### config.mk
export PLATFORM = sky130hd
export DESIGN_NAME = wb_initiator_bridge
export DESIGN_NICKNAME = d
export VERILOG_FILES = /design/src/rtl/wb_bridge_pkg.sv /design/src/rtl/wb_timeout_counter.sv /design/src/rtl/wb_initiator_bridge.sv
export SDC_FILE = /design/constraint.sdc
export NUM_CORES = 1
export LEC_CHECK = 0
export BUFFER_PORTS_ARGS = -buffer_cell sky130_fd_sc_hd__buf_4
export CAP_MARGIN = 10
export CORE_ASPECT_RATIO = 1.2
export CORE_MARGIN = 5
export CORE_UTILIZATION = 46
export DETAILED_ROUTE_END_ITERATION = 8
export PLACE_DENSITY_LB_ADDON = 0.15
export SKIP_LAST_GASP = 1
export SLEW_MARGIN = 5
export SYNTH_ARGS = -nofsm -noshare
export SYNTH_HDL_FRONTEND = slang
export SYNTH_HIERARCHICAL = 1
export SYNTH_SLANG_ARGS = --single-unit
### constraint.sdc
create_clock -name clk -period 3.4 [get_ports clk]
set_clock_uncertainty 0.15 [all_clocks]
set_input_delay 0.17 -clock clk [delete_from_list [all_inputs] [get_ports clk]]
set_output_delay 0.17 -clock clk [all_outputs]
set_load 0.01 [all_outputs]
### src/rtl/wb_bridge_pkg.sv
// Shared types and helpers for the Wishbone initiator bridge:
// FSM state enum, byte-mask constants and the read-modify-write byte merge.
package wb_bridge_pkg;

    typedef enum logic [2:0] {
        IDLE,
        INST_RD,
        DATA_RD,
        DATA_WR,
        RMW_RD,
        RMW_WR,
        DONE
    } wb_state_e;

    localparam logic [3:0] MASK_FULL = 4'b1111;
    localparam logic [3:0] MASK_NONE = 4'b0000;

    // Enabled lanes take the store data, the rest keep the read word.
    function automatic logic [31:0] byte_merge(
        input logic [31:0] i_old,
        input logic [31:0] i_new,
        input logic [3:0]  i_mask
    );
        logic [31:0] w_out;
        for (int b = 0; b < 4; b++) begin
            w_out[8*b +: 8] = i_mask[b] ? i_new[8*b +: 8] : i_old[8*b +: 8];
        end
        return w_out;
    endfunction

endpackage

### src/rtl/wb_timeout_counter.sv
// Wait-state counter for the bridge: counts cycles with a live strobe and no ack.
// Ports: clk, rst_n (sync, active-low), i_active (cyc&stb), i_ack, o_expired.
module wb_timeout_counter #(
    parameter int unsigned TIMEOUT_CYCLES = 1024
) (
    input  logic clk,
    input  logic rst_n,
    input  logic i_active,
    input  logic i_ack,
    output logic o_expired
);

    localparam int unsigned   CW    = $clog2(TIMEOUT_CYCLES + 1);
    localparam logic [CW-1:0] LIMIT = CW'(TIMEOUT_CYCLES - 1);

    logic [CW-1:0] r_count;
    logic          w_waiting;

    assign w_waiting = i_active & ~i_ack;

    always_ff @(posedge clk) begin
        if (!rst_n) begin
            r_count <= '0;
        end else if (w_waiting) begin
            r_count <= r_count + CW'(1);
        end else begin
            r_count <= '0;
        end
    end

    // Fires on the edge that would complete the TIMEOUT_CYCLES-th wait cycle.
    assign o_expired = w_waiting & (r_count == LIMIT);

endmodule

### src/rtl/wb_initiator_bridge.sv
// Arbitrates fetch/load/store requests onto one Wishbone classic initiator port,
// with read-modify-write for partial stores and a wait-state timeout abort.
// Ports: core side inst_*/data_* (req held until pulse), wb_* bus side, bus_err_o.
module wb_initiator_bridge
    import wb_bridge_pkg::*;
#(
    parameter int unsigned ADDR_WIDTH     = 32,
    parameter int unsigned DATA_WIDTH     = 32,
    parameter int unsigned TIMEOUT_CYCLES = 1024
) (
    input  logic                  clk,
    input  logic                  rst_n,
    input  logic                  inst_req_i,
    input  logic [ADDR_WIDTH-1:0] inst_addr_i,
    output logic [DATA_WIDTH-1:0] inst_data_o,
    output logic                  inst_ready_o,
    input  logic                  data_rd_req_i,
    input  logic                  data_wr_req_i,
    input  logic [ADDR_WIDTH-1:0] data_addr_i,
    input  logic [DATA_WIDTH-1:0] data_wdata_i,
    input  logic [3:0]            data_wmask_i,
    output logic [DATA_WIDTH-1:0] data_rdata_o,
    output logic                  data_rd_ready_o,
    output logic                  data_wr_done_o,
    output logic                  wb_cyc_o,
    output logic                  wb_stb_o,
    output logic                  wb_we_o,
    output logic [ADDR_WIDTH-1:0] wb_addr_o,
    output logic [DATA_WIDTH-1:0] wb_data_o,
    input  logic [DATA_WIDTH-1:0] wb_data_i,
    input  logic                  wb_ack_i,
    output logic                  bus_err_o
);

    localparam logic [ADDR_WIDTH-1:0] ALIGN = {{(ADDR_WIDTH-2){1'b1}}, 2'b00};

    wb_state_e             r_state, w_state_nxt;
    logic                  r_cyc, w_cyc_nxt;
    logic                  r_stb, w_stb_nxt;
    logic                  r_we, w_we_nxt;
    logic [ADDR_WIDTH-1:0] r_addr, w_addr_nxt;
    logic [DATA_WIDTH-1:0] r_wdata, w_wdata_nxt;
    logic [3:0]            r_mask, w_mask_nxt;
    logic [DATA_WIDTH-1:0] r_rdata, w_rdata_nxt;
    logic                  r_inst_rdy, w_inst_rdy_nxt;
    logic                  r_rd_rdy, w_rd_rdy_nxt;
    logic                  r_wr_done, w_wr_done_nxt;
    logic                  r_err, w_err_nxt;
    logic                  w_ack;
    logic                  w_expired;

    // Acks outside a live strobe are ignored.
    assign w_ack = wb_ack_i & r_cyc & r_stb;

    wb_timeout_counter #(
        .TIMEOUT_CYCLES(TIMEOUT_CYCLES)
    ) u_timeout (
        .clk      (clk),
        .rst_n    (rst_n),
        .i_active (r_cyc & r_stb),
        .i_ack    (wb_ack_i),
        .o_expired(w_expired)
    );

    always_ff @(posedge clk) begin
        if (!rst_n) begin
            r_state    <= IDLE;
            r_cyc      <= 1'b0;
            r_stb      <= 1'b0;
            r_we       <= 1'b0;
            r_addr     <= '0;
            r_wdata    <= '0;
            r_mask     <= '0;
            r_rdata    <= '0;
            r_inst_rdy <= 1'b0;
            r_rd_rdy   <= 1'b0;
            r_wr_done  <= 1'b0;
            r_err      <= 1'b0;
        end else begin
            r_state    <= w_state_nxt;
            r_cyc      <= w_cyc_nxt;
            r_stb      <= w_stb_nxt;
            r_we       <= w_we_nxt;
            r_addr     <= w_addr_nxt;
            r_wdata    <= w_wdata_nxt;
            r_mask     <= w_mask_nxt;
            r_rdata    <= w_rdata_nxt;
            r_inst_rdy <= w_inst_rdy_nxt;
            r_rd_rdy   <= w_rd_rdy_nxt;
            r_wr_done  <= w_wr_done_nxt;
            r_err      <= w_err_nxt;
        end
    end

    always_comb begin
        w_state_nxt    = r_state;
        w_cyc_nxt      = r_cyc;
        w_stb_nxt      = r_stb;
        w_we_nxt       = r_we;
        w_addr_nxt     = r_addr;
        w_wdata_nxt    = r_wdata;
        w_mask_nxt     = r_mask;
        w_rdata_nxt    = r_rdata;
        w_inst_rdy_nxt = 1'b0;
        w_rd_rdy_nxt   = 1'b0;
        w_wr_done_nxt  = 1'b0;
        w_err_nxt      = 1'b0;

        unique case (r_state)
            IDLE: begin
                if (data_wr_req_i) begin
                    w_addr_nxt  = data_addr_i & ALIGN;
                    w_wdata_nxt = data_wdata_i;
                    w_mask_nxt  = data_wmask_i;
                    if (data_wmask_i == MASK_NONE) begin
                        // Parks one cycle in DATA_WR with cyc low, then completes.
                        w_state_nxt = DATA_WR;
                    end else if (data_wmask_i == MASK_FULL) begin
                        w_state_nxt = DATA_WR;
                        w_cyc_nxt   = 1'b1;
                        w_stb_nxt   = 1'b1;
                        w_we_nxt    = 1'b1;
                    end else begin
                        w_state_nxt = RMW_RD;
                        w_cyc_nxt   = 1'b1;
                        w_stb_nxt   = 1'b1;
                    end
                end else if (data_rd_req_i) begin
                    w_addr_nxt  = data_addr_i & ALIGN;
                    w_state_nxt = DATA_RD;
                    w_cyc_nxt   = 1'b1;
                    w_stb_nxt   = 1'b1;
                end else if (inst_req_i) begin
                    w_addr_nxt  = inst_addr_i & ALIGN;
                    w_state_nxt = INST_RD;
                    w_cyc_nxt   = 1'b1;
                    w_stb_nxt   = 1'b1;
                end
            end

            INST_RD, DATA_RD: begin
                if (w_ack || w_expired) begin
                    w_cyc_nxt      = 1'b0;
                    w_stb_nxt      = 1'b0;
                    w_rdata_nxt    = w_ack ? wb_data_i : '0;
                    w_err_nxt      = ~w_ack;
                    w_inst_rdy_nxt = (r_state == INST_RD);
                    w_rd_rdy_nxt   = (r_state == DATA_RD);
                    w_state_nxt    = DONE;
                end
            end

            RMW_RD: begin
                if (w_ack) begin
                    // Drop cyc for one cycle; RMW_WR re-raises it with the merged word.
                    w_cyc_nxt   = 1'b0;
                    w_stb_nxt   = 1'b0;
                    w_wdata_nxt = byte_merge(wb_data_i, r_wdata, r_mask);
                    w_state_nxt = RMW_WR;
                end else if (w_expired) begin
                    w_cyc_nxt     = 1'b0;
                    w_stb_nxt     = 1'b0;
                    w_err_nxt     = 1'b1;
                    w_wr_done_nxt = 1'b1;
                    w_state_nxt   = DONE;
                end
            end

            DATA_WR, RMW_WR: begin
                if (w_ack || w_expired) begin
                    w_cyc_nxt     = 1'b0;
                    w_stb_nxt     = 1'b0;
                    w_we_nxt      = 1'b0;
                    w_err_nxt     = ~w_ack;
                    w_wr_done_nxt = 1'b1;
                    w_state_nxt   = DONE;
                end else if (!r_cyc) begin
                    if (r_state == DATA_WR) begin
                        w_wr_done_nxt = 1'b1;
                        w_state_nxt   = DONE;
                    end else begin
                        w_cyc_nxt = 1'b1;
                        w_stb_nxt = 1'b1;
                        w_we_nxt  = 1'b1;
                    end
                end
            end

            DONE: begin
                w_state_nxt = IDLE;
            end

            default: begin
                w_state_nxt = IDLE;
                w_cyc_nxt   = 1'b0;
                w_stb_nxt   = 1'b0;
                w_we_nxt    = 1'b0;
            end
        endcase
    end

    assign wb_cyc_o        = r_cyc;
    assign wb_stb_o        = r_stb;
    assign wb_we_o         = r_we;
    assign wb_addr_o       = r_addr;
    assign wb_data_o       = r_wdata;
    assign inst_data_o     = r_rdata;
    assign data_rdata_o    = r_rdata;
    assign inst_ready_o    = r_inst_rdy;
    assign data_rd_ready_o = r_rd_rdy;
    assign data_wr_done_o  = r_wr_done;
    assign bus_err_o       = r_err;

endmodule

==> impl_metrics.csv <==
group,metric,value,unit
min_path,min_path_type,"input pin to flip-flop",
clock_tree,cts.repair.resized,0,
synth,ys_seq_area_frac,0.429,
worst_setup_path,worstSetupStartpointType,"flip-flop",
cells_and_area,fin_nets,1098,
timing,drv_slew,0,
timing,tightest_slew,1030,ps
routing,via_per_inst,5.26,
timing,timing.hold.ws,29.2,ps
worst_setup_path,critical-path-slowest-cell,"dfxtp_1",
min_path,min_to,"wb_data_o[1]$_SDFFE_PN0P_",
clock_tree,clk_latency,410,ps
power_and_ir_drop,p_total,0.00642,W
floorplan,initial_core_util,0.463,
worst_setup_path,rr_worst_depth,6,
place,dp_hpwl,12300,um
worst_setup_path,r2r-start,"r_state[2]$_SDFFE_PN0P_",
routing,drc,0,
clock_tree,cts_tree,"done",
power_and_ir_drop,p_leak,4.07,nW
power_and_ir_drop,power_density,692,nW/um2
worst_setup_path,r2r_end,"wb_addr_o[2]$_SDFFE_PN0P_",
cells_and_area,num_antenna_cells,0,
global_route,grtUsageTotal,0.264,
cells_and_area,mostFrequentLayoutCell,"buf_4",
clock_tree,cts.sinks,119,
worst_setup_path,path_class,"flip-flop to flip-flop",
synth,syn_inst,613,
synth,synth.distinct_cells,54,
synth,async_flop_share,0,
worst_setup_path,r2r_slack,340,ps
timing,max_clock_freq,0.327,GHz
timing,final-hold-violation-count,0,
timing,rsz0062_at_grt,"no",
routing,postRouteAntennaNets,0,
routing,wirelength,19600,um
cells_and_area,final_cell_mix,"buf_4 (273), dlygate4sd3_1 (131), dfxtp_1 (119), nor2_1 (104), nand2_1 (75)",
routing,routedWlPerCell,17.3,um
global_route,grt_pass1_vias,6188,
timing,period_minus_slack,3060,ps
synth,synth_edf_count,0,
clock_tree,clk_pin_slew,60,ps
worst_setup_path,critical_path_required,3600,ps
global_route,grt_overflow,0,
floorplan,die_x,110,um
min_path,holdPathStages,3,
routing,drt_iter0_drc,261,
worst_setup_path,max_stage_delay,630,ps
clock_tree,root_buffer,"clkbuf_16",
floorplan,ioPinCount,273,
timing,tns,0,ps
cells_and_area,fillers,773,
global_route,grt_pass1_wl,30000,um
worst_setup_path,critPathMaxFanout,34,
clock_tree,htree_levels,4,
clock_tree,cts_buffers,17,
synth,synth_area,5560,um2
synth,postSynthAreaPerCell,9.07,um2
floorplan,rows,44,
routing,dr.pass1.iters,5,
floorplan,fp.dieH,130,um
global_route,antenna_found_initial,0,
power_and_ir_drop,ir_worst_vdd,368,uV
place,portBuffers,266,
clock_tree,max-clock-path-buffers,2,
timing,max_slew_margin,0.314,
timing,finalCritPeriodShare,0.901,
synth,synth-seq-cells,119,
place,gpl.final_weighted_congestion,0.899,
min_path,min-delay-start,"data_wdata_i[1]",
routing,via_count,5955,
floorplan,die_area,14400,um2
worst_setup_path,crit_chain,"nor3_4 -> and2_2 -> buf_12 -> nor2_1 -> a311oi_1 -> dlygate4sd3_1",
timing,finalWorstSetupSlack,338,ps
worst_setup_path,end_kind,"flip-flop",
floorplan,coreArea,12000,um2
cells_and_area,final_util,0.774,
global_route,grt_max_degree,41,
synth,ys.warnings.count,6,
synth,synthFlopType,"dfxtp_1",
cells_and_area,drive_gt1_frac,0.367,
worst_setup_path,critical_path_arrival,3260,ps
place,place_ws,484,ps
status,status,"finished clean",
run,maxCapViolCount,0,
timing,setup_violations,0,
cells_and_area,area_growth,67.0,%
area by class of cell:
cell class | count | area, um2 | area share
Inverter | 8 | 30.0 | 0.00323
Sequential cell | 119 | 2380 | 0.257
Clock inverter | 11 | 148 | 0.0159
Clock buffer | 21 | 470 | 0.0507
Multi-Input combinational cell | 407 | 2650 | 0.286
Timing Repair Buffer | 406 | 3400 | 0.366
Tap cell | 161 | 201 | 0.0217
critical path, delay by kind of cell, from the launching register on:
| kind | cells | cell delay (ps) |
|---|---|---|
| AND/OR/NAND/NOR | 3 | 1110 |
| buffers and inverters | 2 | 850 |
| flip-flops | 1 | 630 |
| AO/OA/AOI/OAI | 1 | 250 |
worst max-delay path by stage:
stage                                                from                            end  slack, ps  depth (start not counted)
after floorplan           u_timeout/r_count[0]$_SDFF_PN0_  data_rdata_o[10]$_SDFFE_PN0P_        650                         10
after global placement    u_timeout/r_count[0]$_SDFF_PN0_   data_rdata_o[0]$_SDFFE_PN0P_        520                         10
after detailed placement  u_timeout/r_count[0]$_SDFF_PN0_   data_rdata_o[0]$_SDFFE_PN0P_        480                         10
after CTS                         r_state[2]$_SDFFE_PN0P_     wb_addr_o[10]$_SDFFE_PN0P_        380                          6
after global routing              r_state[2]$_SDFFE_PN0P_     wb_addr_o[25]$_SDFFE_PN0P_        130                          6
final                             r_state[2]$_SDFFE_PN0P_      wb_addr_o[2]$_SDFFE_PN0P_        340                          6
metal layers:
metal / track usage / part of all wire
met4: 0.114 / 0.035
met3: 0.0845 / 0.081
met1: 0.279 / 0.37
met5: 0 / 0
met2: 0.478 / 0.52
report_power, final:
group	internal, W	total, W	switching [W]
clock network	0.00121	0.00185	0.000640
registers	0.00174	0.00203	0.000286
logic	0.00129	0.00255	0.00126
total	0.00424	0.00642	0.00218
metrics by stage:
| stage | instance area [um2] | cells |
|---|---|---|
| 3_3_place_gp | 7350 | 970 |
| 6_report | 9280 | 1133 |
| 2_1_floorplan | 5560 | 614 |
| 4_1_cts | 9270 | 1132 |
| 5_1_grt | 9280 | 1133 |
| 3_5_place_dp | 7350 | 970 |
registers in the layout, indices dropped and copies added (netlist names), 3 cells and up:
signal	count
wb_addr_o	30
wb_data_o	32
r_mask	4
r_state	3
data_rdata_o	32
u_timeout/r_count	11
cells in the mapped netlist (all sizes together), types with 5 or more instances:
master | number | area [um2]
dfxtp | 119 | 2380
a211oi | 34 | 255
inv | 8 | 30.0
buf | 59 | 434
o21ai | 5 | 25.0
nand3 | 13 | 65.1
nor2 | 106 | 405
a311oi | 30 | 263
clkbuf | 21 | 80.1
or4 | 5 | 41.3
nand2 | 75 | 282
or3 | 6 | 38.8
mux2i | 33 | 330
a22oi | 33 | 412
a21oi | 22 | 155
cells by family (layout without fill, tap and decap cells):
logic type	after synthesis	in the layout	synth area share
compound gates	138	138	0.219
xor+xnor	4	4	0.00630
other cells	1	2	0.000675
fa+ha+maj	1	1	0.00225
mux	33	33	0.0594
simple gates	229	229	0.186
buf+inv	88	446	0.0979
flops	119	119	0.429
what timing repair did:
action                    in CTS  in global routing
hold endpoints to repair     102                  1
buffers inserted               0                  0
hold buffers                 130                  1
No activity file was read; power rests on OpenSTA's default activity.
